<file path="config.mk">
export PLATFORM = sky130hd
export DESIGN_NAME = axi_master_arbiter
export DESIGN_NICKNAME = d
export VERILOG_FILES = /design/src/rtl/axi_master_arbiter.sv
export SDC_FILE = /design/constraint.sdc
export NUM_CORES = 1
export LEC_CHECK = 0
export CAP_MARGIN = 20
export CORE_AREA = 3 3 130 132
export CTS_BUF_LIST = sky130_fd_sc_hd__clkbuf_8
export DETAILED_ROUTE_END_ITERATION = 16
export DIE_AREA = 0 0 133 135
export PLACE_DENSITY_LB_ADDON = 0.25
export SLEW_MARGIN = 20
export SYNTH_ARGS = -nofsm -noshare
export SYNTH_HDL_FRONTEND = slang
export SYNTH_SLANG_ARGS = --single-unit
</file>
<file path="constraint.sdc">
create_clock -name AXI_CLK -period 1.5 [get_ports AXI_CLK]
set_input_delay 0.3 -clock AXI_CLK [delete_from_list [all_inputs] [get_ports AXI_CLK]]
set_output_delay 0.3 -clock AXI_CLK [all_outputs]
set_load 0.02 [all_outputs]
</file>
<file path="src/rtl/axi_master_arbiter.sv">
// rtl/axi_master_arbiter.sv - shares one AXI4-Lite master port between two requesters
// Single outstanding transaction; round-robin or fixed-priority grant; sticky watchdog flag.
module axi_master_arbiter #(
  parameter int PRIORITY_MODE  = 0,
  parameter int TIMEOUT_CYCLES = 1024
) (
  input  logic             AXI_CLK,
  input  logic             RESETN,
  input  logic [1:0]       req_valid,
  input  logic [1:0]       req_write,
  input  logic [1:0][31:0] req_addr,
  input  logic [1:0][31:0] req_wdata,
  input  logic [1:0][3:0]  req_wstrb,
  output logic [1:0]       req_ready,
  output logic [1:0]       rsp_valid,
  output logic [31:0]      rsp_rdata,
  output logic             rsp_err,
  output logic             busy,
  output logic             timeout_flag,
  input  logic             timeout_clr,
  output logic [31:0]      AXI_araddr,
  output logic [2:0]       AXI_arprot,
  output logic             AXI_arvalid,
  input  logic             AXI_arready,
  input  logic [31:0]      AXI_rdata,
  input  logic [1:0]       AXI_rresp,
  input  logic             AXI_rvalid,
  output logic             AXI_rready,
  output logic [31:0]      AXI_awaddr,
  output logic [2:0]       AXI_awprot,
  output logic             AXI_awvalid,
  input  logic             AXI_awready,
  output logic [31:0]      AXI_wdata,
  output logic [3:0]       AXI_wstrb,
  output logic             AXI_wvalid,
  input  logic             AXI_wready,
  input  logic [1:0]       AXI_bresp,
  input  logic             AXI_bvalid,
  output logic             AXI_bready
);

  typedef enum logic [2:0] {
    S_IDLE, S_RD_A, S_RD_D, S_WR_AW, S_WR_B, S_RESP
  } state_t;

  localparam logic [15:0] LP_TMO    = 16'(TIMEOUT_CYCLES);
  localparam logic [15:0] LP_TMO_M1 = 16'(TIMEOUT_CYCLES - 1);

  state_t      r_state;
  state_t      w_next;
  logic        r_grant;
  logic        r_last_grant;
  logic [31:0] r_addr;
  logic [31:0] r_wdata;
  logic [3:0]  r_wstrb;
  logic        r_aw_done;
  logic        r_w_done;
  logic [31:0] r_rdata;
  logic        r_err;
  logic [15:0] r_wd_cnt;
  logic        r_timeout;
  logic        w_any;
  logic        w_win;
  logic        w_unused;

  assign w_any    = |req_valid;
  assign w_unused = AXI_rresp[0] ^ AXI_bresp[0];

  always_comb begin
    w_win = 1'b0;
    if (PRIORITY_MODE == 1)
      w_win = ~req_valid[0];
    else if (&req_valid)
      w_win = ~r_last_grant;
    else
      w_win = req_valid[1];
  end

  always_comb begin
    w_next    = r_state;
    req_ready = 2'b00;
    case (r_state)
      S_IDLE: begin
        if (w_any) begin
          req_ready[w_win] = 1'b1;
          w_next = req_write[w_win] ? S_WR_AW : S_RD_A;
        end
      end
      S_RD_A:  if (AXI_arready) w_next = S_RD_D;
      S_RD_D:  if (AXI_rvalid) w_next = S_RESP;
      // AW and W complete independently; leave once both have handshaken
      S_WR_AW: if ((r_aw_done || AXI_awready) && (r_w_done || AXI_wready)) w_next = S_WR_B;
      S_WR_B:  if (AXI_bvalid) w_next = S_RESP;
      S_RESP:  w_next = S_IDLE;
      default: w_next = S_IDLE;
    endcase
  end

  always_ff @(posedge AXI_CLK) begin
    if (!RESETN) begin
      r_state      <= S_IDLE;
      r_grant      <= 1'b0;
      r_last_grant <= 1'b1;
      r_addr       <= '0;
      r_wdata      <= '0;
      r_wstrb      <= '0;
      r_aw_done    <= 1'b0;
      r_w_done     <= 1'b0;
      r_rdata      <= '0;
      r_err        <= 1'b0;
    end else begin
      r_state <= w_next;
      case (r_state)
        S_IDLE: begin
          if (w_any) begin
            r_grant   <= w_win;
            r_addr    <= req_addr[w_win];
            r_wdata   <= req_wdata[w_win];
            r_wstrb   <= req_wstrb[w_win];
            r_aw_done <= 1'b0;
            r_w_done  <= 1'b0;
          end
        end
        S_RD_D: begin
          if (AXI_rvalid) begin
            r_rdata <= AXI_rdata;
            r_err   <= AXI_rresp[1];
          end
        end
        S_WR_AW: begin
          if (AXI_awready) r_aw_done <= 1'b1;
          if (AXI_wready)  r_w_done  <= 1'b1;
        end
        S_WR_B: begin
          if (AXI_bvalid) begin
            r_rdata <= '0;
            r_err   <= AXI_bresp[1];
          end
        end
        S_RESP: r_last_grant <= r_grant;
        default: ;
      endcase
    end
  end

  // Watchdog only flags; the transaction is never aborted
  always_ff @(posedge AXI_CLK) begin
    if (!RESETN) begin
      r_wd_cnt  <= '0;
      r_timeout <= 1'b0;
    end else begin
      if (r_state == S_IDLE)
        r_wd_cnt <= '0;
      else if (r_wd_cnt != LP_TMO)
        r_wd_cnt <= r_wd_cnt + 16'd1;
      if (timeout_clr)
        r_timeout <= 1'b0;
      else if (r_state != S_IDLE && r_wd_cnt == LP_TMO_M1)
        r_timeout <= 1'b1;
    end
  end

  assign rsp_valid    = {(r_state == S_RESP) && r_grant, (r_state == S_RESP) && !r_grant};
  assign rsp_rdata    = r_rdata;
  assign rsp_err      = r_err;
  assign busy         = (r_state != S_IDLE);
  assign timeout_flag = r_timeout;

  assign AXI_araddr  = r_addr;
  assign AXI_arprot  = 3'b000;
  assign AXI_arvalid = (r_state == S_RD_A);
  assign AXI_rready  = (r_state == S_RD_D);
  assign AXI_awaddr  = r_addr;
  assign AXI_awprot  = 3'b000;
  assign AXI_awvalid = (r_state == S_WR_AW) && !r_aw_done;
  assign AXI_wdata   = r_wdata;
  assign AXI_wstrb   = r_wstrb;
  assign AXI_wvalid  = (r_state == S_WR_AW) && !r_w_done;
  assign AXI_bready  = (r_state == S_WR_B);

endmodule

</file>
==> out/metrics.csv, run 1 <==
stage,metric,value,unit
placed_design,RD Place Congestion,0.854,
power,Lkg Pwr,4.66,nW
power,Int Power,9.13,mW
clocking,CTS tree,built,
route,wire per inst,19.3,um
timing,max frequency,0.561,GHz
route,first drt pass iteration count,5,
power,Seq pwr share,30.2,%
global_routing,gr usage total,24.3,%
clocking,H-tree levels,4,
setup_path,crit-path cells,nor3_4 -> inv_4 -> nor3_4 -> buf_6,
timing,Final Worst Setup Slack,-283,ps
cells_and_area,Final Instance Count excl. Fillers,1249,
floorplanning,# rows,46,
cells_and_area,final instance area,10900,sq um
timing,# setup viols final,93,
global_routing,global-route wire length before repair,33700,um
floorplanning,Starting Density,34.8,%
cells_and_area,fraction of layout cells with a size suffix above 1,27.7,%
cells_and_area,area of the multi-input gates,3050,sq um
setup_path,Crit path largest cell delay,370,ps
route,Detailed Route Iter0 Violations,272,
global_routing,pin count of the biggest net entering global routing,35,
yosys,asr flop ratio synth,0,%
power,Clk network pwr share,17.9,%
power,P per Cell Area,1360,nW/um^2
job,max_cap viols,0,
yosys,Ys Warns,0,
timing,fraction of the cycle the final worst path needs,119,%
run_status,failing checks,setup timing,
yosys,syn_area_per_cell,8.70,sq um
route,DRC,0,
cells_and_area,Final #Nets,1204,
yosys,Unique masters post-synth,48,
timing,RSZ-0062 raised after global routing,yes,
yosys,#FFs+latches synth,125,
cells_and_area,Filler cells,1234,
route,overall routed net length,24100,um
placed_design,dpl cell area,9070,sq um
power,maximum vdd ir drop,0.000669,V
setup_path,Worst setup EP type,output pin,
timing,Tmin final,1780,ps
power,total power,14.9,mW
route,vias per cell,4.94,
clocking,"Reg clk slew, reported paths",80,ps
yosys,Post-synth EDFFs,0,
yosys,"Primary FF master, synth",dfxtp_1,
setup_path,"CP delay by family, top",simple AND/OR/NAND/NOR gates,
yosys,Mapped Area,5510,sq um
setup_path,"slowest stage cell, crit path",dfxtp_4,
timing,"Hold Vio Cnt, Final",0,
clocking,Root Buffer,clkbuf_8,
clocking,CTS sink cnt,125,
floorplanning,core area,15800,sq um
placed_design,pre-CTS setup slack,-579,ps
setup_path,most frequent CP cell,nor3_4,
yosys,synthesized instance count,633,
timing,hold slack final,379,ps
min_path,Worst Hold Class,in2reg,
global_routing,vias in the first global route,5922,
setup_path,Worst EP arrival,1480,ps
setup_path,Critical Path Source Type,register,
cells_and_area,register area,2520,sq um
clocking,CTS buffer count,17,
clocking,Clock Latency Late Sink,440,ps
clocking,hold_buf cts,0,
power,sw power,5.75,mW
clocking,clock buffer depth,2,
setup_path,CP required,1200,ps
placed_design,placed cells,1153,
timing,Fin Setup TNS,-13370,ps
timing,clk_skew,9.51,ps
floorplanning,die footprint,18000,sq um
cells_and_area,"Core Util, Final",69.1,%
setup_path,Crit Path Max Fanout,4,
cells_and_area,Layout area overhead,98.5,%
power,sw frac,38.6,%
route,vias,6173,
setup_path,Crit Path Class,reg2out,
floorplanning,Horiz. Die Dim,133,um
global_routing,Overflow after GRT,0,
placed_design,dpl hpwl,14700,um
placed_design,port bufs,325,
timing,final-report max-slew violation count,0,
global_routing,initial antenna violation count,3,
setup_path,R2R setup slack,-260,ps
floorplanning,I/O pin cnt,334,
run_status,run status,"complete, but fails checks",
route,Final ANT Viol Nets,0,
yosys,post-synthesis sequential area ratio,45.4,%
power,Gate power share,51.9,%
setup_path,Worst Path Buf+Inv,2,
floorplanning,Die H,135,um
==> cells in the mapped netlist, types with 2 or more instances <==
master    number  area (sq um)
a211oi_1       3          22.5
a21oi_1        7          35.0
a222oi_1       7          70.1
a22oi_1       61           458
and2_1         3          18.8
and3_1         4          25.0
and4_1         3          26.3
buf_2         13          65.1
buf_4         43           323
clkbuf_1      21          78.8
dfxtp_1      125          2500
ha_1           2          25.0
inv_1          8          30.0
inv_2          2          7.51
mux2i_1       35           350
nand2_1      110           413
nand3_1        6          30.0
nand3b_1       2          15.0
nand4_1        7          43.8
nor2_1        62           233
nor2b_1       35           219
nor3_1         8          40.0
nor3_4         2          32.5
nor4_1         2          12.5
o21ai_0        8          40.0
o21ai_1       22           110
or3_1          2          12.5
xor2_1        10          87.6
==> power by group through the flow <==
stage	clock network, mW	registers, mW	logic (mW)
floorplan	0	5.22	2.52
global placement	0	4.49	6.01
detailed placement	0	4.50	6.05
CTS	2.73	4.43	6.93
global route	2.85	4.57	8.13
finish	2.67	4.49	7.72
==> kinds of logic after synthesis <==
| family | after synthesis | share of synthesized area, % |
|---|---|---|
| and+or+nand+nor | 253 | 21.7 |
| buffers and inverters | 87 | 9.16 |
| muxes | 36 | 6.57 |
| other | 1 | 0.0681 |
| AOI/OAI and AO/OA | 118 | 14.9 |
| xor gates and xnor gates | 11 | 1.75 |
| DFF | 125 | 45.4 |
| adders and majority gates | 2 | 0.454 |
==> sequential cells by signal, summed over array words and instances, names as in the netlist <==
name,count
r_w_done,1
rsp_rdata,32
AXI_wstrb,4
rsp_err,1
r_aw_done,1
timeout_flag,1
r_last_grant,1
r_state,3
AXI_araddr,32
r_wd_cnt,16
AXI_wdata,32
r_grant,1
==> worst paths after layout <==
path	from	cells after the start	endpoint
max reg2reg	r_state[2]	10	AXI_wdata[16]
min	req_wdata[38]	3	AXI_wdata[6]
min reg2reg	AXI_araddr[11]	2	AXI_araddr[11]
max	r_state[2]	4	req_ready[0]
==> layout make-up <==
type / instances / area share [%]
tap: 216 / 2.47
timing repair buffer: 438 / 43.0
antenna: 2 / 0.0458
inverter: 10 / 0.435
sequential: 125 / 23.0
clock buffer: 20 / 2.52
multi-input combinational: 426 / 27.9
clock inverter: 12 / 0.664
==> per-layer routing <==
layer / GRT usage [%] / vias up / part of all wire, %
met1: 28.2 / 2913 / 38
met3: 7.75 / 48 / 7.9
li1: - / 2928 / -
met5: 0 / - / 0.054
met2: 41.2 / 282 / 50
met4: 11.0 / 2 / 3.4
==> cells in the final DEF, fill, tap and decap left out, types with 22 or more instances in the layout <==
cell | Yosys | final
nor2_1 | 62 | 55
a22oi_2 | 0 | 42
clkdlybuf4s15_1 | 0 | 47
nand2_2 | 0 | 22
buf_4 | 43 | 45
dfxtp_1 | 125 | 117
nor2b_1 | 35 | 28
nand2_1 | 110 | 82
clkdlybuf4s50_1 | 0 | 180
buf_6 | 0 | 36
dlygate4sd2_1 | 0 | 76
o21ai_1 | 22 | 25
mux2i_1 | 35 | 33
==> what timing repair did <==
action	CTS	global route
setup buffers	32	16
endpoints found under the setup margin	246	165
gates resized for setup	280	159
pin swaps	32	81
endpoints found under the hold margin	0	0
gates cloned	20	7
==> worst min-delay path: cells and delay by family <==
family                 cells  cell delay [ps]
buffers and inverters      1              390
and+or+nand+nor            2               90
Note: power is estimated with default switching activity, not from simulation.
==> inputs of run 2 (changes only) <==
--- a/config.mk
+++ b/config.mk
@@ -6,10 +6,11 @@
 export NUM_CORES = 1
 export LEC_CHECK = 0
 export CAP_MARGIN = 20
-export CORE_AREA = 3 3 130 132
+export CORE_AREA = 10 10 137 139
 export CTS_BUF_LIST = sky130_fd_sc_hd__clkbuf_8
+export CTS_CLUSTER_DIAMETER = 50
 export DETAILED_ROUTE_END_ITERATION = 16
-export DIE_AREA = 0 0 133 135
+export DIE_AREA = 0 0 147 149
 export PLACE_DENSITY_LB_ADDON = 0.25
 export SLEW_MARGIN = 20
 export SYNTH_ARGS = -nofsm -noshare
==> out/metrics.csv, run 2 (synthesis gave the netlist of run 1 again) <==
stage,metric,value,unit,change
timing,fraction of the cycle the final worst path needs,120,%,+0.85 points
floorplanning,I/O pin cnt,334,,unchanged
run_status,failing checks,setup timing,,
floorplanning,# rows,47,,+2.2%
global_routing,pin count of the biggest net entering global routing,54,,+54%
global_routing,Overflow after GRT,0,,unchanged
cells_and_area,Final #Nets,1174,,-2.5%
setup_path,"slowest stage cell, crit path",dfxtp_2,,
clocking,"Reg clk slew, reported paths",80,ps,about the same
power,Seq pwr share,31.6,%,+1.4 points
floorplanning,Die H,149,um,+10%
clocking,hold_buf cts,0,,unchanged
placed_design,dpl cell area,9070,sq um,about the same
power,Lkg Pwr,4.32,nW,-7.4%
global_routing,initial antenna violation count,1,,-2
route,DRC,0,,unchanged
power,sw power,5.29,mW,-8.0%
clocking,CTS buffer count,17,,unchanged
global_routing,global-route wire length before repair,35000,um,+3.7%
route,vias,5812,,-5.8%
power,Clk network pwr share,21.2,%,+3.3 points
timing,"Hold Vio Cnt, Final",0,,unchanged
cells_and_area,"commonest non-fill, non-tap cell in the layout",clkdlybuf4s50_1,,
cells_and_area,fraction of layout cells with a size suffix above 1,19.2,%,-8.6 points
setup_path,Crit Path Class,reg2out,,
clocking,Clock Latency Late Sink,440,ps,about the same
timing,clk_skew,10.2,ps,+0.743 ps
timing,max frequency,0.557,GHz,-0.71%
clocking,CTS tree,built,,
floorplanning,core area,16200,sq um,+2.2%
route,first drt pass iteration count,5,,unchanged
global_routing,gr usage total,20.4,%,-3.9 points
floorplanning,Starting Density,34.1,%,-0.74 points
power,Int Power,8.73,mW,-4.4%
cells_and_area,Filler cells,1416,,+15%
timing,Tmin final,1800,ps,+12.7 ps
setup_path,crit-path cells,buf_8 -> clkinvlp_4 -> nor2_2 -> and3_4 -> buf_12,,
job,max_cap viols,0,,unchanged
placed_design,port bufs,325,,unchanged
placed_design,pre-CTS setup slack,-672,ps,-92.2 ps
setup_path,Worst EP arrival,1500,ps,+20 ps
route,overall routed net length,24000,um,-0.49%
floorplanning,Horiz. Die Dim,147,um,+11%
cells_and_area,"Core Util, Final",62.5,%,-6.6 points
placed_design,dpl hpwl,17200,um,+17%
floorplanning,die footprint,21900,sq um,+22%
timing,# setup viols final,111,,+19%
power,total power,14.0,mW,-5.8%
cells_and_area,final instance area,10100,sq um,-7.6%
global_routing,vias in the first global route,5910,,-0.20%
timing,Slew headroom,65.4,%,
cells_and_area,most frequent cells in the layout,"clkdlybuf4s50_1 (181), dfxtp_1 (115), nand2_1 (109)",,
setup_path,Crit path largest cell delay,370,ps,about the same
power,maximum vdd ir drop,0.000608,V,-9.1%
setup_path,CP required,1200,ps,about the same
power,sw frac,37.7,%,-0.91 points
setup_path,Crit Path Max Fanout,4,,unchanged
cells_and_area,Layout area overhead,83.5,%,
placed_design,RD Place Congestion,0.822,,-3.7%
clocking,clock buffer depth,2,,unchanged
timing,final-report max-slew violation count,0,,unchanged
run_status,run status,"complete, but fails checks",,
clocking,Root Buffer,clkbuf_8,,
setup_path,Critical Path Source Type,register,,
timing,Fin Setup TNS,-12660,ps,+704 ps
power,P per Cell Area,1390,nW/um^2,+2.0%
route,wire per inst,19.6,um,+1.7%
timing,Worst Max-Slew Pin Slew,518,ps,
timing,Final Worst Setup Slack,-296,ps,-12.7 ps
setup_path,Worst setup EP type,output pin,,
clocking,H-tree levels,4,,unchanged
power,Gate power share,47.1,%,-4.8 points
route,Final ANT Viol Nets,0,,unchanged
min_path,Worst Hold Class,in2reg,,
timing,RSZ-0062 raised after global routing,yes,,
route,Detailed Route Iter0 Violations,247,,-9.2%
route,vias per cell,4.76,,-3.8%
clocking,CTS sink cnt,125,,unchanged
## run 2: cell types whose count changed in the layout (fill, tap and decap cells not counted), sizes merged, moves of 2 or more
cell	before	now
bufinv	0	2
clkdlybuf4s15	49	59
buf	117	89
bufbuf	0	3
dlygate4sd2	76	62
## run 2: worst paths after layout
check / startpoint / end / slack, ps / depth (start not counted)
worst max-delay path: r_state[0] / rsp_valid[1] / -300 / 5
worst min-delay path: req_wdata[37] / AXI_wdata[5] / 380 / 3
worst max register to register: r_state[1] / AXI_wdata[19] / -190 / 8
worst min register to register: AXI_araddr[25] / AXI_araddr[25] / 460 / 2
## run 2: what timing repair did
action | 4_1_cts | 5_1_grt
setup buffers | 17 | 3
gates cloned | 12 | 2
gates resized for setup | 254 | 63
endpoints found under the setup margin | 246 | 158
pin swaps | 4 | 4
## run 2: final cells by class
type	count	area (sq um)	area share (%)
sequential	125	2520	24.9
tap	220	275	2.72
clock inverter	12	120	1.19
clock buffer	20	275	2.72
timing repair buffer	408	4220	41.7
antenna	1	2.50	0.0248
inverter	10	46.3	0.458
multi-input combinational	426	2650	26.2
## run 2: power by group through the flow
| stage | clock (mW) | sequential, mW | combinational [mW] |
|---|---|---|---|
| floorplan | 0 | 5.22 | 2.52 |
| global placement | 0 | 4.49 | 6.11 |
| detailed placement | 0 | 4.51 | 6.15 |
| CTS | 3.08 | 4.42 | 6.51 |
| global route | 3.20 | 4.52 | 7.04 |
| finish | 2.97 | 4.43 | 6.61 |
## run 2: worst max-delay path: cells and delay by family (launching register included)
family | cells | cell delay (ps)
buffers and inverters | 3 | 350
flip-flops | 1 | 370
AND/OR/NAND/NOR | 2 | 340
## run 2: metrics by stage
step           hold slack (ps)  instances
2_1_floorplan              378        638
3_3_place_gp               440       1155
3_5_place_dp               446       1155
4_1_cts                    344       1216
5_1_grt                    363       1222
6_report                   383       1222
## run 2: metal layers
metal,vias to the layer above,wire length [um],GRT usage [%]
met1,2714,9570,23.2
li1,2846,-,-
met5,-,0,0
met3,15,2130,7.74
met2,237,12100,34.9
met4,0,238,6.24
